`src/rtl/sevga_pkg.sv`:
```
// Shared types and widths for the SE-VGA VRAM arbiter and its write queue.
// Contents: bus widths, queue sizing, fetch slot position, FSM state
// encoding, the queued write payload and the chip-select decoder.
package sevga_pkg;

    localparam int unsigned ADDR_W     = 15;
    localparam int unsigned DATA_W     = 8;
    localparam int unsigned NUM_BUFS   = 2;
    localparam int unsigned FIFO_DEPTH = 4;
    localparam int unsigned FETCH_SLOT = 3;
    localparam int unsigned SEQ_LEN    = 8;

    localparam int unsigned SEQ_W = $clog2(SEQ_LEN);
    localparam int unsigned BUF_W = (NUM_BUFS > 1) ? $clog2(NUM_BUFS) : 1;
    localparam int unsigned PTR_W = $clog2(FIFO_DEPTH);
    localparam int unsigned CNT_W = $clog2(FIFO_DEPTH) + 1;

    typedef enum logic [1:0] {
        IDLE,
        FETCH,
        WSETUP,
        WSTROBE
    } arb_state_t;

    // One snooped CPU write waiting for a free slot
    typedef struct packed {
        logic [ADDR_W-1:0] addr;
        logic [DATA_W-1:0] data;
        logic [BUF_W-1:0]  buf_idx;
    } wr_entry_t;

    // Active-low one-cold select; an out-of-range index selects nothing
    function automatic logic [NUM_BUFS-1:0] ce_decode(input logic [BUF_W-1:0] sel);
        logic [NUM_BUFS-1:0] ce;
        ce = '1;
        for (int unsigned i = 0; i < NUM_BUFS; i++) begin
            if (sel == BUF_W'(i)) begin
                ce[i] = 1'b0;
            end
        end
        return ce;
    endfunction

endpackage

```
`src/rtl/vram_wr_fifo.sv`:
```
// Synchronous FIFO holding CPU writes until the arbiter can retire them.
// Ports: clk, rst (sync, active-high flush), push/wr_entry (enqueue),
// pop/head (dequeue, head is the oldest entry), full, empty, count.
// Build option VRAM_WR_COALESCE_EN adds coalesce (overwrite the newest
// entry's data instead of pushing) and newest (the most recent entry).
module vram_wr_fifo
    import sevga_pkg::*;
(
    input  logic             clk,
    input  logic             rst,
    input  logic             push,
    input  logic             pop,
`ifdef VRAM_WR_COALESCE_EN
    input  logic             coalesce,
    output wr_entry_t        newest,
`endif
    input  wr_entry_t        wr_entry,
    output wr_entry_t        head,
    output logic             full,
    output logic             empty,
    output logic [CNT_W-1:0] count
);

    wr_entry_t        mem_q [FIFO_DEPTH];
    wr_entry_t        mem_d [FIFO_DEPTH];
    logic [PTR_W-1:0] wptr_q, wptr_d;
    logic [PTR_W-1:0] rptr_q, rptr_d;
    logic [CNT_W-1:0] count_q, count_d;

    // Pointer/count update; caller guarantees push only when space and pop only when non-empty
    always_comb begin
        mem_d   = mem_q;
        wptr_d  = wptr_q;
        rptr_d  = rptr_q;
`ifdef VRAM_WR_COALESCE_EN
        if (coalesce) begin
            mem_d[wptr_q - PTR_W'(1)].data = wr_entry.data;
        end
`endif
        if (push) begin
            mem_d[wptr_q] = wr_entry;
            wptr_d        = wptr_q + PTR_W'(1);
        end
        if (pop) begin
            rptr_d = rptr_q + PTR_W'(1);
        end
        count_d = count_q + CNT_W'(push) - CNT_W'(pop);
    end

    // Storage needs no reset: count gates every read
    always_ff @(posedge clk) begin
        mem_q <= mem_d;
    end

    always_ff @(posedge clk) begin
        if (rst) begin
            wptr_q  <= '0;
            rptr_q  <= '0;
            count_q <= '0;
        end else begin
            wptr_q  <= wptr_d;
            rptr_q  <= rptr_d;
            count_q <= count_d;
        end
    end

    assign head  = mem_q[rptr_q];
`ifdef VRAM_WR_COALESCE_EN
    assign newest = mem_q[wptr_q - PTR_W'(1)];
`endif
    assign full  = (count_q == CNT_W'(FIFO_DEPTH));
    assign empty = (count_q == '0);
    assign count = count_q;

endmodule

```
`src/rtl/vram_arbiter.sv`:
```
// VRAM port arbiter: the video fetch owns its slot of the 8-pixel sequence,
// queued CPU writes retire in the remaining slots as a setup + strobe pair.
// Ports: pixClk/reset (sync, active-high); seq = hCount[2:0];
// wrValid/wrReady/wrAddr/wrData/wrBuf = CPU write queue input;
// vidReq/vidAddr/vidBuf -> vidData/vidDataValid = video fetch;
// vramAddr/vramDataOut/vramDataOE/vramDataIn/nvramOE/nvramWE/nvramCE = SRAM pins.
// Build option VRAM_WR_COALESCE_EN merges a write into the newest queued
// entry when address and buffer match.
module vram_arbiter
    import sevga_pkg::*;
(
    input  logic                pixClk,
    input  logic                reset,
    input  logic [SEQ_W-1:0]    seq,
    input  logic                wrValid,
    output logic                wrReady,
    input  logic [ADDR_W-1:0]   wrAddr,
    input  logic [DATA_W-1:0]   wrData,
    input  logic [BUF_W-1:0]    wrBuf,
    input  logic                vidReq,
    input  logic [ADDR_W-1:0]   vidAddr,
    input  logic [BUF_W-1:0]    vidBuf,
    output logic [DATA_W-1:0]   vidData,
    output logic                vidDataValid,
    output logic [ADDR_W-1:0]   vramAddr,
    output logic [DATA_W-1:0]   vramDataOut,
    output logic                vramDataOE,
    input  logic [DATA_W-1:0]   vramDataIn,
    output logic                nvramOE,
    output logic                nvramWE,
    output logic [NUM_BUFS-1:0] nvramCE
);

    arb_state_t          state_q, state_d;
    logic [ADDR_W-1:0]   vram_addr_q, vram_addr_d;
    logic [DATA_W-1:0]   vram_dout_q, vram_dout_d;
    logic                vram_doe_q, vram_doe_d;
    logic                noe_q, noe_d;
    logic                nwe_q, nwe_d;
    logic [NUM_BUFS-1:0] nce_q, nce_d;
    logic [DATA_W-1:0]   vid_data_q, vid_data_d;
    logic                vid_valid_q, vid_valid_d;
    logic                wr_ready_q, wr_ready_d;

    logic [SEQ_W-1:0]    seq_p1, seq_p2;
    logic                fetch_due, write_ok;
    logic                wr_push, push_eff, coalesce, fifo_pop;
    logic                fifo_full, fifo_empty;
    logic [CNT_W-1:0]    fifo_count, count_nxt;
    wr_entry_t           wr_in, fifo_head;
`ifdef VRAM_WR_COALESCE_EN
    wr_entry_t           fifo_newest;
    logic                newest_match;
`endif

    assign wr_in = '{addr: wrAddr, data: wrData, buf_idx: wrBuf};

    vram_wr_fifo u_fifo (
        .clk      (pixClk),
        .rst      (reset),
        .push     (push_eff),
        .pop      (fifo_pop),
`ifdef VRAM_WR_COALESCE_EN
        .coalesce (coalesce),
        .newest   (fifo_newest),
`endif
        .wr_entry (wr_in),
        .head     (fifo_head),
        .full     (fifo_full),
        .empty    (fifo_empty),
        .count    (fifo_count)
    );

    // Next state: the state chosen now occupies seq+1. A write needs seq+1 and seq+2 clear of the fetch.
    // A fetch that becomes due mid-write pre-empts the strobe; the popped entry is lost.
    always_comb begin
        seq_p1    = seq + SEQ_W'(1);
        seq_p2    = seq + SEQ_W'(2);
        fetch_due = vidReq && (seq_p1 == SEQ_W'(FETCH_SLOT));
        write_ok  = !fifo_empty && !(vidReq && (seq_p2 == SEQ_W'(FETCH_SLOT)));

        state_d = IDLE;
        if (fetch_due) begin
            state_d = FETCH;
        end else if (state_q == WSETUP) begin
            state_d = WSTROBE;
        end else if (write_ok) begin
            state_d = WSETUP;
        end
        fifo_pop = (state_d == WSETUP);
    end

    // Write queue acceptance and registered ready
    always_comb begin
        wr_push = wrValid && wr_ready_q;
`ifdef VRAM_WR_COALESCE_EN
        newest_match = !fifo_empty && (fifo_newest.addr == wrAddr) &&
                       (fifo_newest.buf_idx == wrBuf);
        // A sole entry leaving this edge cannot absorb the write
        coalesce     = wr_push && newest_match &&
                       !(fifo_pop && (fifo_count == CNT_W'(1)));
`else
        coalesce     = 1'b0;
`endif
        push_eff  = wr_push && !coalesce && (!fifo_full || fifo_pop);
        count_nxt = fifo_count + CNT_W'(push_eff) - CNT_W'(fifo_pop);
`ifdef VRAM_WR_COALESCE_EN
        // When full the newest entry can never be the one popped, so a match can always merge
        wr_ready_d = (count_nxt != CNT_W'(FIFO_DEPTH)) || wr_push || newest_match;
`else
        wr_ready_d = (count_nxt != CNT_W'(FIFO_DEPTH));
`endif
    end

    // SRAM pin values for the cycle the next state occupies
    always_comb begin
        noe_d       = 1'b1;
        nwe_d       = 1'b1;
        nce_d       = '1;
        vram_doe_d  = 1'b0;
        vram_addr_d = vram_addr_q;
        vram_dout_d = vram_dout_q;
        case (state_d)
            FETCH: begin
                noe_d       = 1'b0;
                nce_d       = ce_decode(vidBuf);
                vram_addr_d = vidAddr;
            end
            WSETUP: begin
                nce_d       = ce_decode(fifo_head.buf_idx);
                vram_addr_d = fifo_head.addr;
                vram_dout_d = fifo_head.data;
                vram_doe_d  = 1'b1;
            end
            WSTROBE: begin
                nce_d       = nce_q;
                vram_doe_d  = 1'b1;
                nwe_d       = 1'b0;
            end
            default: ;
        endcase

        // Capture read data as FETCH ends; a fetch with no chip selected is dropped
        vid_data_d  = vid_data_q;
        vid_valid_d = 1'b0;
        if ((state_q == FETCH) && !(&nce_q)) begin
            vid_data_d  = vramDataIn;
            vid_valid_d = 1'b1;
        end
    end

    always_ff @(posedge pixClk) begin
        if (reset) begin
            state_q     <= IDLE;
            vram_addr_q <= '0;
            vram_dout_q <= '0;
            vram_doe_q  <= 1'b0;
            noe_q       <= 1'b1;
            nwe_q       <= 1'b1;
            nce_q       <= '1;
            vid_data_q  <= '0;
            vid_valid_q <= 1'b0;
            wr_ready_q  <= 1'b0;
        end else begin
            state_q     <= state_d;
            vram_addr_q <= vram_addr_d;
            vram_dout_q <= vram_dout_d;
            vram_doe_q  <= vram_doe_d;
            noe_q       <= noe_d;
            nwe_q       <= nwe_d;
            nce_q       <= nce_d;
            vid_data_q  <= vid_data_d;
            vid_valid_q <= vid_valid_d;
            wr_ready_q  <= wr_ready_d;
        end
    end

    assign wrReady      = wr_ready_q;
    assign vidData      = vid_data_q;
    assign vidDataValid = vid_valid_q;
    assign vramAddr     = vram_addr_q;
    assign vramDataOut  = vram_dout_q;
    assign vramDataOE   = vram_doe_q;
    assign nvramOE      = noe_q;
    assign nvramWE      = nwe_q;
    assign nvramCE      = nce_q;

endmodule

```
`config.mk`:
```
export PLATFORM = sky130hd
export DESIGN_NAME = vram_arbiter
export DESIGN_NICKNAME = d
export VERILOG_FILES = /design/src/rtl/sevga_pkg.sv /design/src/rtl/vram_wr_fifo.sv /design/src/rtl/vram_arbiter.sv
export SDC_FILE = /design/constraint.sdc
export NUM_CORES = 1
export LEC_CHECK = 0
export CAP_MARGIN = 20
export CORE_MARGIN = 2
export CORE_UTILIZATION = 41
export CTS_BUF_LIST = sky130_fd_sc_hd__clkbuf_2 sky130_fd_sc_hd__clkbuf_4 sky130_fd_sc_hd__clkbuf_8
export CTS_CLUSTER_SIZE = 8
export DETAILED_ROUTE_END_ITERATION = 16
export PLACE_DENSITY_LB_ADDON = 0.2
export SLEW_MARGIN = 20
export SYNTH_ARGS = -nofsm -noshare
export SYNTH_HDL_FRONTEND = slang
export SYNTH_SLANG_ARGS = --single-unit
```
`constraint.sdc`:
```
create_clock -name pixClk -period 2.7 [get_ports pixClk]
set_clock_uncertainty 0.15 [all_clocks]
set_input_delay 0.27 -clock pixClk [delete_from_list [all_inputs] [get_ports pixClk]]
set_output_delay 0.27 -clock pixClk [all_outputs]
set_load 0.02 [all_outputs]
```
# Word level (Yosys, flattened, before mapping)
# Index checks and enable logic that the tools add are counted.
dict set report op_classes {
  n_addsub 6
  order_cmp 3
  n_eq_ne 9
  mux 19
  n_bitwise 2
  n_reduce_logical 16
}
# operator count
set ops {}
lappend ops {{96-bit bitwise mux} 1}
lappend ops {{24-bit 2-to-1 mux} 3}
lappend ops {{24-bit binary-select mux with 2-bit select} 1}
lappend ops {{24-bit demux with 2-bit select} 1}
lappend ops {{15-bit one-hot mux with 2 select lines} 1}
lappend ops {{1-bit 2-to-1 mux} 8}
lappend ops {{1-bit logical AND} 7}
lappend ops {{2-bit equality test (second input constant)} 3}
lappend ops {{3-bit by 2-bit equality test with 1-bit output (second input constant)} 2}
lappend ops {{3-bit >= comparator (second input constant)} 2}
lappend ops {{2-bit 2-to-1 mux} 3}
lappend ops {{2-bit inverter with 3-bit output} 2}
lappend ops {{2-bit one-hot mux with 3 select lines} 1}
lappend ops {{2-bit by 1-bit adder with 2-bit output (second input constant)} 2}
lappend ops {{2-bit by 1-bit equality test with 1-bit output (second input constant)} 2}
lappend ops {{1-bit zero test} 4}
lappend ops {{3-bit by 1-bit adder with 3-bit output} 1}
lappend ops {{3-bit by 1-bit adder with 3-bit output (second input constant)} 1}
lappend ops {{3-bit by 2-bit adder with 3-bit output (second input constant)} 1}
lappend ops {{3-bit equality test (second input constant)} 1}
lappend ops {{3-bit zero test} 1}
lappend ops {{3-bit by 1-bit less-than comparator with 1-bit output (second input constant)} 1}
lappend ops {{3-bit inequality test (second input constant)} 1}
lappend ops {{3-bit by 1-bit subtractor with 3-bit output} 1}
lappend ops {{4 further kinds} 4}
dict set report totals {
  reg_bits 143
  inputBits 55
  out_inout_bits 38
  wordCells 80
}

# Depth between registers and ports, before layout
# Gate-level depths: netlist of run 1.
dict set report depth {
  word_depth 14
  depth_mapped 14
  depth_no_buf 12
}

# Modules after synthesis
# Synthesis of run 1 repeated with hierarchy kept, for this count alone.
dict set report hier_totals {
  hier_cells 350
  area_unflattened_um2 5756.8
}
# module instances cells_per_inst area_per_inst_um2 seq_area_each_um2
set modules_own_cells {}
lappend modules_own_cells {vram_wr_fifo 1 164 3905.0 3022.9}
lappend modules_own_cells {vram_arbiter 1 186 1851.8 800.8}

# Worst setup path after synthesis of run 1
# Ideal clock, no wire load.
dict set report synth_path {
  kind {in2reg}
  from {in seq[2]}
  to {reg u_fifo.mem_q[0] in the netlist's numbering (enable)}
  setup_time_ps 361
  arrival_time_ps 2312
  required_ps 2189
  path_slack_ps -123
  cell_stages 8
  path_buffers 2
  path_cell_list {nor4bb_1 > or3b_1 > buf_2 > nand2_1 > ha_1 > buf_2 > or4b_1 > and3_1}
}
dict set report synth_via {
  elab_chain_cells 11
  elab_cells_between_ends 14
  cone_classes {2 x add/sub; 3 x eq/ne; 3 x mux; 6 x reduce/logical}
}
# element line_no
set synth_rtl {}
lappend synth_rtl {{start, declared} vram_arbiter.sv:14} ;# input logic [SEQ_W-1:0] seq,
lappend synth_rtl {{3-bit by 2-bit adder with 3-bit output} vram_arbiter.sv:78} ;# seq_p2 = seq + SEQ_W'(2);
lappend synth_rtl {{3-bit by 2-bit equality test with 1-bit output} vram_arbiter.sv:80} ;# write_ok = !fifo_empty && !(vidReq && (seq_p2 == SEQ_W'(FETCH_SLOT)));
lappend synth_rtl {{1-bit logical AND} vram_arbiter.sv:80}
lappend synth_rtl {{1-bit zero test} vram_arbiter.sv:80}
lappend synth_rtl {{1-bit logical AND} vram_arbiter.sv:80}
lappend synth_rtl {{2-bit 2-to-1 mux} vram_arbiter.sv:87} ;# end else if (write_ok) begin
lappend synth_rtl {{2-bit 2-to-1 mux} vram_arbiter.sv:85} ;# end else if (state_q == WSETUP) begin
lappend synth_rtl {{2-bit 2-to-1 mux *} vram_arbiter.sv:83} ;# if (fetch_due) begin
lappend synth_rtl {{named net state_d[1]} vram_arbiter.sv:34} ;# arb_state_t state_q, state_d;
lappend synth_rtl {{2-bit equality test *} vram_arbiter.sv:90} ;# fifo_pop = (state_d == WSETUP);
lappend synth_rtl {{1-bit logical OR *} vram_arbiter.sv:105} ;# push_eff = wr_push && !coalesce && (!fifo_full || fifo_pop);
lappend synth_rtl {{1-bit logical AND *} vram_arbiter.sv:105}
lappend synth_rtl {{end signal, assigned} vram_wr_fifo.sv:52} ;# mem_q <= mem_d;
lappend synth_rtl {{end, declared} vram_wr_fifo.sv:24} ;# wr_entry_t mem_q [FIFO_DEPTH];
# Mark *: on every way through the listed nets, which the timed path passes. The rest lies on a longest branch.
# A chain may end at the register's enable or synchronous reset.

# Worst setup path after layout of run 1
dict set report layout_path {
  from {in vidReq}
  to {reg wr_ready_q (netlist: wrReady)}
}
dict set report layout_via {
  elab_chain_cells 12
  elab_cells_between_ends 13
  cone_classes {2 x add/sub; 2 x eq/ne; 3 x mux; 6 x reduce/logical}
}
# element line_no
set layout_rtl {}
lappend layout_rtl {{start, declared} vram_arbiter.sv:20} ;# input logic vidReq,
lappend layout_rtl {{1-bit logical AND} vram_arbiter.sv:80}
lappend layout_rtl {{1-bit zero test} vram_arbiter.sv:80}
lappend layout_rtl {{1-bit logical AND} vram_arbiter.sv:80}
lappend layout_rtl {{2-bit 2-to-1 mux} vram_arbiter.sv:87}
lappend layout_rtl {{2-bit 2-to-1 mux} vram_arbiter.sv:85}
lappend layout_rtl {{2-bit 2-to-1 mux *} vram_arbiter.sv:83}
lappend layout_rtl {{named net state_d[1]} vram_arbiter.sv:34}
lappend layout_rtl {{2-bit equality test *} vram_arbiter.sv:90}
lappend layout_rtl {{1-bit logical OR} vram_arbiter.sv:105}
lappend layout_rtl {{1-bit logical AND} vram_arbiter.sv:105}
lappend layout_rtl {{3-bit by 1-bit adder with 3-bit output} vram_arbiter.sv:106} ;# count_nxt = fifo_count + CNT_W'(push_eff) - CNT_W'(fifo_pop);
lappend layout_rtl {{3-bit by 1-bit subtractor with 3-bit output *} vram_arbiter.sv:106}
lappend layout_rtl {{3-bit inequality test *} vram_arbiter.sv:111} ;# wr_ready_d = (count_nxt != CNT_W'(FIFO_DEPTH));
lappend layout_rtl {{end signal, assigned} vram_arbiter.sv:174} ;# wr_ready_q <= wr_ready_d;
lappend layout_rtl {{end, declared} vram_arbiter.sv:43} ;# logic wr_ready_q, wr_ready_d;
# Marks and branches as above.

==> results by group, run 1 <==
Power and ir drop
  – Lkg Pwr: 2.65 nW
  – Total Power: 7.33 mW
  – Switching share of power: 31.8%
  – Worst vdd ir: 0.443 mV
  – Psw: 2.33 mW
  – Power density over cell area: 975 nW/µm²
  – Clock share of power: 23.3%
  – Internal power: 5.00 mW
  – Part of the power in registers: 39.2%
  – Logic pwr share: 37.5%

STA
  – Max-slew violations: 0
  – RSZ-0062 raised after global routing: false
  – Setup ws final: 0.0749 ns
  – Final hold violations: 0
  – Fin Hold WS: 0.136 ns
  – Setup TNS: 0 ns
  – Min Tclk post-route: 2.63 ns
  – Slew of the pin with the lowest slew margin: 0.609 ns
  – Worst slew margin: 59.4%
  – Final Setup Violations: 0
  – Fmax: 0.381 GHz
  – Period utilization: 97.2%

Clock network
  – CTS max path bufs: 2
  – Total CTS buffers: 17
  – Hold-fix buffers at CTS: 0
  – Clock-pin slew on the worst setup and hold paths: 0.08 ns
  – Root Buffer: clkbuf_8
  – H-tree levels: 4
  – TritonCTS clock tree: done
  – Clock latency on the worst-skew pair: 0.44 ns
  – Clock sinks: 143

Placement
  – Placer Congestion: 0.733
  – DP HPWL: 7990 µm
  – Post-Place Setup Slack: -0.560 ns
  – IO Port Bufs: 92

Layout
  – Commonest non-fill, non-tap cells in the layout: edfxtp_1, clkdlybuf4s50_1, dfxtp_1
  – Diodes inserted: 0
  – Share of cells above drive strength 1: 17.6%
  – Finished Core Util: 56.3%
  – Nets@finish: 573
  – Area growth syn-to-layout: 33.5%
  – Most common cell after layout, fill and taps aside: edfxtp_1

Floorplanning
  – Initial Util: 42.2%
  – Die area: 14700 µm²
  – Die W: 121 µm
  – Boundary Pins: 93
  – Core ar.: 13300 µm²
  – Num rows: 42
  – Die Y: 121 µm

Yosys
  – Unique masters post-synth: 39
  – Synthesized netlist cell count: 390
  – Synth Warn #: 0
  – Synth Area per Inst: 14.4 µm²
  – Syn_nets: 454
  – Post-Syn Area: 5630 µm²
  – Register bit count reported by yosys: 143
  – Seq/Total Area, Yosys: 67.9%

Global route
  – Total Routing Usage GR: 17.0%
  – Total gr overflow: 0
  – First-pass GRT wire length: 18600 µm
  – Initial antenna violation count: 0
  – Largest net degree at the start of global routing: 32
  – Vias in the first global route: 3674

Routing
  – DRT Pass-1 Iters: 4
  – Vias: 3502
  – Total length of routed wires: 11800 µm
  – Via-to-Cell Ratio: 5.02
  – Routed Antenna Nets: 0
  – Routed WL per cell: 16.9 µm
  – DRC: 0
  – Initial drt markers: 149

Job
  – Max-cap violations: 0

Critical path
  – WS Path Type: in -> reg
  – Worst-path maximum fanout: 2
  – Crit start category: input port
  – CP arrival: 2.80 ns
  – Worst EP required: 2.87 ns
  – Worst Setup End Kind: flip-flop

Worst hold path
  – Hold Path Class: in -> reg

Status
  – Status: finished clean
-- logic make-up (layout without fill, tap and decap cells) --
group,Yosys count,after routing,synth area share (%)
xor+xnor,5,5,0.778
simple gates,64,64,6.02
flops,143,143,67.9
compound gates,73,73,8.76
fa+ha+maj,9,9,2.13
mux,49,49,10.7
buf+inv,47,179,3.69
-- routing by layer --
layer / GRT usage, % / up-vias / part of all wire (%)
met5: 0 / - / 0
met4: 6.90 / 0 / 1.8
met3: 4.46 / 12 / 4.5
met2: 29.8 / 90 / 50
met1: 19.9 / 1710 / 43
li1: - / 1690 / -
-- power by group through the flow --
stage	clock (mW)	sequential [mW]	combinational, mW
detailed placement	0	2.92	2.65
global route	1.85	2.91	2.97
CTS	1.75	2.87	2.69
global placement	0	2.91	2.60
finish	1.71	2.87	2.75
floorplan	0	3.05	1.43
-- timing repair --
item                                    CTS  global route
pin swaps                                 3             5
resized for setup                         5            11
endpoints found under the setup margin   99            99
buffers inserted                          0             1
-- through the flow --
stage	instance area, µm²	std cells
5_1_grt	7520	698
2_1_floorplan	5640	390
3_5_place_dp	7020	665
6_report	7520	698
3_3_place_gp	7020	665
4_1_cts	7460	697
-- worst max-delay path, stage by stage --
cell and delay [ns]:
clkdlybuf4s50_1 0.43, nor4bb_4 0.17, or3b_4 0.38, nand2_2 0.08, ha_4 0.14, ha_1 0.22, inv_1 0.06, ha_1 0.13
inv_1 0.06, fa_2 0.40, xnor2_2 0.15, xnor2_1 0.19, a31oi_1 0.11
-- flip-flops by register name, indices dropped and copies added, names as in the netlist --
register	cells
nvramOE	1
state_q	2
wrReady	1
nvramCE	2
u_fifo.mem_q	96
vidDataValid	1
vidData	8
nvramWE	1
u_fifo.wptr_q	2
u_fifo.count	3
u_fifo.rptr_q	2
vramAddr	15
vramDataOut	8
vramDataOE	1
-- final timing paths --
check,start,end,slack [ns],depth (start not counted)
setup / recovery,vidReq,wrReady,0.07,13
hold / removal,reset,u_fifo.rptr_q[1],0.14,2
setup reg to reg,u_fifo.count[2],wrReady,0.13,11
hold reg to reg,vidData[7],vidData[7],0.33,2
-- final cells by class --
cell class | instances | area [µm²]
clock buffer | 20 | 263
clock inverter | 12 | 143
fill | 1110 | 5830
inverter | 25 | 93.8
multi-input combinational | 200 | 1680
sequential | 143 | 3820
tap | 176 | 220
timing repair buffer | 122 | 1290
-- cell usage after synthesis (all sizes together) --
master	number	share of area [%]
nor2b	1	0.11
ha	8	1.8
and2	3	0.33
o32ai	1	0.16
xor2	1	0.16
nor4bb	1	0.18
edfxtp	96	51
and3	4	0.44
inv	24	1.6
clkbuf	9	0.62
o221a	1	0.20
nor4b	1	0.16
mux4	9	3.6
dfxtp	47	17
a31oi	1	0.11
xnor2	4	0.62
mux2i	40	7.1
fa	1	0.36
o21ai	10	0.89
or3b	9	1.4
nand3	2	0.18
buf	13	1.4
clkinv	1	0.067
nand2b	4	0.44
a21oi	29	2.6
nor2	32	2.1
a211o	1	0.16
o2bb2ai	15	2.3
or4b	1	0.18
o31a	15	2.3
or2	1	0.11
nand2	4	0.27
nor3	1	0.089
Power figures use the tool's default switching activity.
==> run 2, diff against run 1 <==
--- a/config.mk
+++ b/config.mk
@@ -11,8 +11,11 @@
 export CTS_BUF_LIST = sky130_fd_sc_hd__clkbuf_2 sky130_fd_sc_hd__clkbuf_4 sky130_fd_sc_hd__clkbuf_8
 export CTS_CLUSTER_SIZE = 8
 export DETAILED_ROUTE_END_ITERATION = 16
+export DONT_BUFFER_PORTS = 1
+export MAX_ROUTING_LAYER = met4
 export PLACE_DENSITY_LB_ADDON = 0.2
 export SLEW_MARGIN = 20
 export SYNTH_ARGS = -nofsm -noshare
 export SYNTH_HDL_FRONTEND = slang
+export SYNTH_HIERARCHICAL = 1
 export SYNTH_SLANG_ARGS = --single-unit
==> run 2 against run 1 <==
  * Die area rose by 2.2%
  * Via count fell by 12%
  * Cell count fell by 11%
  * Sequential power rose by 12%
==> results by group, run 2 <==
Status
  – Status: finished clean (unchanged)

Global route
  – Total Routing Usage GR: 16.5% (was 17.0%)
  – First-pass GRT wire length: 17300 µm (was 18600 µm)
  – Vias in the first global route: 3212 (was 3674)
  – Largest net degree at the start of global routing: 49 (was 32)
  – Total gr overflow: 0 (unchanged)
  – Initial antenna violation count: 0 (unchanged)

STA
  – Setup TNS: 0 ns (unchanged)
  – Max-slew violations: 0 (unchanged)
  – Final Setup Violations: 0 (unchanged)
  – Period utilization: 94.2% (was 97.2%)
  – Slew of the pin with the lowest slew margin: 0.396 ns (was 0.609 ns)
  – Worst slew margin: 73.6% (was 59.4%)
  – Setup ws final: 0.156 ns (was 0.0749 ns)
  – Min Tclk post-route: 2.54 ns (was 2.63 ns)
  – Final hold violations: 0 (unchanged)
  – Fmax: 0.393 GHz (was 0.381 GHz)
  – Fin Hold WS: 0.0732 ns (was 0.136 ns)

Placement
  – IO Port Bufs: 0 (was 92)
  – Placer Congestion: 0.724 (was 0.733)
  – Post-Place Setup Slack: 0.0856 ns (was -0.560 ns)
  – Placed cells: 535 (was 665)
  – DP HPWL: 7230 µm (was 7990 µm)
  – Area after DPL: 6100 µm² (was 7020 µm²)

Yosys
  – Largest family of logic cells by synthesized area: multiplexers (unchanged)
  – Count leader, synth: edfxtp_1 (unchanged)
  – Post-synth EDFFs: 96 (unchanged)
  – Share of the synthesized area in the top cell type: 50.1% (was 51.2%)
  – Async set or reset register ratio after synthesis: 0% (unchanged)
  – Register bit count reported by yosys: 143 (unchanged)
  – Largest area contributor in the netlist: edfxtp_1 (unchanged)
  – Compound-Gate Fraction of Synth Area: 2.59% (was 8.76%)
  – Syn_nets: 417 (was 454)
  – Synthesized netlist cell count: 350 (was 390)
  – Synth Warn #: 6 (was 0)
  – Post-Synth XOR/XNOR Area: 1.00% (was 0.778%)
  – Unique masters post-synth: 39 (unchanged)
  – Simple-Gate Fraction of Synth Area: 6.76% (was 6.02%)
  – Post-Synth Adder-Cell Area: 2.87% (was 2.13%)
  – Main area contributors after synthesis: edfxtp_1, dfxtp_1, mux4_2 (was edfxtp_1, dfxtp_1, mux2i_1)
  – Seq/Total Area, Yosys: 66.4% (was 67.9%)
  – Post-synthesis mux area share: 17.1% (was 10.7%)
  – Top FF cell, synth: edfxtp_1 (unchanged)
  – Synth Area per Inst: 16.4 µm² (was 14.4 µm²)
  – Post-Syn Area: 5760 µm² (was 5630 µm²)
  – Post-synth top cells: edfxtp_1, dfxtp_1, nor2_1, mux2i_1, mux4_2 (was edfxtp_1, dfxtp_1, mux2i_1, nor2_1, a21oi_1)

Power and ir drop
  – Total Power: 7.06 mW (was 7.33 mW)
  – Worst vdd ir: 0.568 mV (was 0.443 mV)
  – Power density over cell area: 995 nW/µm² (was 975 nW/µm²)
  – Lkg Pwr: 2.51 nW (was 2.65 nW)

Routing
  – Vias: 3092 (was 3502)
  – Initial drt markers: 173 (was 149)
  – DRT Pass-1 Iters: 6 (was 4)
  – Routed WL per cell: 17.9 µm (was 16.9 µm)
  – Total length of routed wires: 11200 µm (was 11800 µm)
  – Via-to-Cell Ratio: 4.96 (was 5.02)
  – DRC: 0 (unchanged)
  – Routed Antenna Nets: 0 (unchanged)

Layout
  – Fillers: 1192 (was 1110)
  – Largest register FFs: 96 (unchanged)
  – Area growth syn-to-layout: 23.1% (was 33.5%)
  – Largest Register: u_fifo/mem_q (was u_fifo.mem_q)
  – Most common cell after layout, fill and taps aside: edfxtp_1 (unchanged)
  – Diodes inserted: 0 (unchanged)
  – Finished Layout Cells: 623 (was 698)
  – Share of cells above drive strength 1: 24.2% (was 17.6%)
  – Final Cell Area: 7090 µm² (was 7520 µm²)
  – Nets@finish: 497 (was 573)
  – Commonest non-fill, non-tap cells in the layout: edfxtp_1, dlygate4sd3_1, dfxtp_1 (was edfxtp_1, clkdlybuf4s50_1, dfxtp_1)
  – Finished Core Util: 51.5% (was 56.3%)

Worst hold path
  – Hold Path Class: in -> reg (unchanged)
  – Hold Crit Depth: 2 (unchanged)
  – Min-delay src: seq[1] (was reset)
  – Hold Path End: nvramWE (was u_fifo.rptr_q[1])

Floorplanning
  – Num rows: 43 (was 42)
  – Core ar.: 13800 µm² (was 13300 µm²)
  – Initial Util: 41.8% (was 42.2%)
  – Die Y: 122 µm (was 121 µm)
  – Boundary Pins: 93 (unchanged)
  – Die area: 15000 µm² (was 14700 µm²)
  – Die W: 122 µm (was 121 µm)

Critical path
  – Worst Setup End Kind: flip-flop (unchanged)
  – Worst path bufs/invs: 1 (was 3)
  – CP cell instances: nor3_2 > o21ai_1 > and2_1 > ha_4 > ha_1 > inv_1 > ha_1 > fa_1 > xnor2_1 > xnor2_1 > a21oi_1 (was clkdlybuf4s50_1 > nor4bb_4 > or3b_4 > nand2_2 > ha_4 > ha_1 > inv_1 > ha_1 > inv_1 > fa_2 > xnor2_2 > xnor2_1 > a31oi_1)
  – FF-to-FF setup slack: 0.16 ns (was 0.13 ns)
  – WS Path Type: reg -> reg (was in -> reg)
  – Critical Path Max Stage Delay: 0.37 ns (was 0.43 ns)
  – Crit-path slowest cell: fa_1 (was clkdlybuf4s50_1)
  – Crit start category: flip-flop (was input port)
  – Cells on worst reg2reg path: 11 (unchanged)
  – Worst EP required: 2.88 ns (was 2.87 ns)
  – CP arrival: 2.72 ns (was 2.80 ns)
  – CP top delay family: adder cells (unchanged)
  – R2R Path End: wrReady (unchanged)
  – FF-to-FF Start: u_fifo/count[2] (was u_fifo.count[2])
  – Worst-path maximum fanout: 5 (was 2)

Clock network
  – Clock-pin slew on the worst setup and hold paths: 0.08 ns (about the same)
  – H-tree levels: 4 (unchanged)
  – CTS max path bufs: 2 (unchanged)
  – Clock latency on the worst-skew pair: 0.44 ns (about the same)
  – Total CTS buffers: 17 (unchanged)
  – Clock sinks: 143 (unchanged)
  – Root Buffer: clkbuf_8 (unchanged)
  – TritonCTS clock tree: done (unchanged)

Job
  – Max-cap violations: 0 (unchanged)
[run 2: layout make-up]
cell class / instances / area (µm²) / share of cell area, %
inverter: 12 / 45.0 / 0.635
multi-input combinational: 178 / 1790 / 25.2
clock inverter: 12 / 138 / 1.94
sequential: 143 / 3830 / 54.0
tap: 180 / 225 / 3.18
clock buffer: 20 / 263 / 3.71
timing repair buffer: 78 / 803 / 11.3
[run 2: worst max path at each step]
stage,start,end,slack (ns),cells after the start
after global placement,seq[2],wrReady,0.15,11
after floorplan,u_fifo/count[1],wrReady,0.03,13
after detailed placement,seq[2],wrReady,0.09,11
after global routing,u_fifo/count[2],wrReady,-0.004,11
final,u_fifo/count[2],wrReady,0.16,11
after CTS,state_q[0],wrReady,0.11,11
[run 2: kinds of logic (layout without fill, tap and decap cells)]
kind of cell	count (synthesis)	count (layout)
compound gates	26	26
xor+xnor	5	5
fa+ha+maj	12	12
mux	64	64
flops	143	143
buf+inv	29	122
simple gates	71	71
[run 2: metal layers]
layer  up-vias  global-route usage, %  wire length [µm]  part of all wire, %
li1       1482                      -                 -                    -
met1      1519                   20.2              4980                   45
met2        82                   25.5              5410                   48
met3         9                   6.32               687                  6.1
met4         0                   5.39                97                 0.87
met5         -                      -                 0                    0
[run 2: timing repair]
action | 4_1_cts | 5_1_grt
hold endpoints to repair | 143 | 0
setup endpoints to repair | 0 | 1
setup buffers | 0 | 1
hold buffers | 55 | 0
resized for setup | 0 | 3
[run 2: power by group]
part / internal [mW] / leakage, nW / switching, mW / total [mW]
clock network: 0.871 / 0.189 / 0.810 / 1.68
registers: 2.72 / 1.26 / 0.488 / 3.21
logic: 1.17 / 1.06 / 0.991 / 2.16
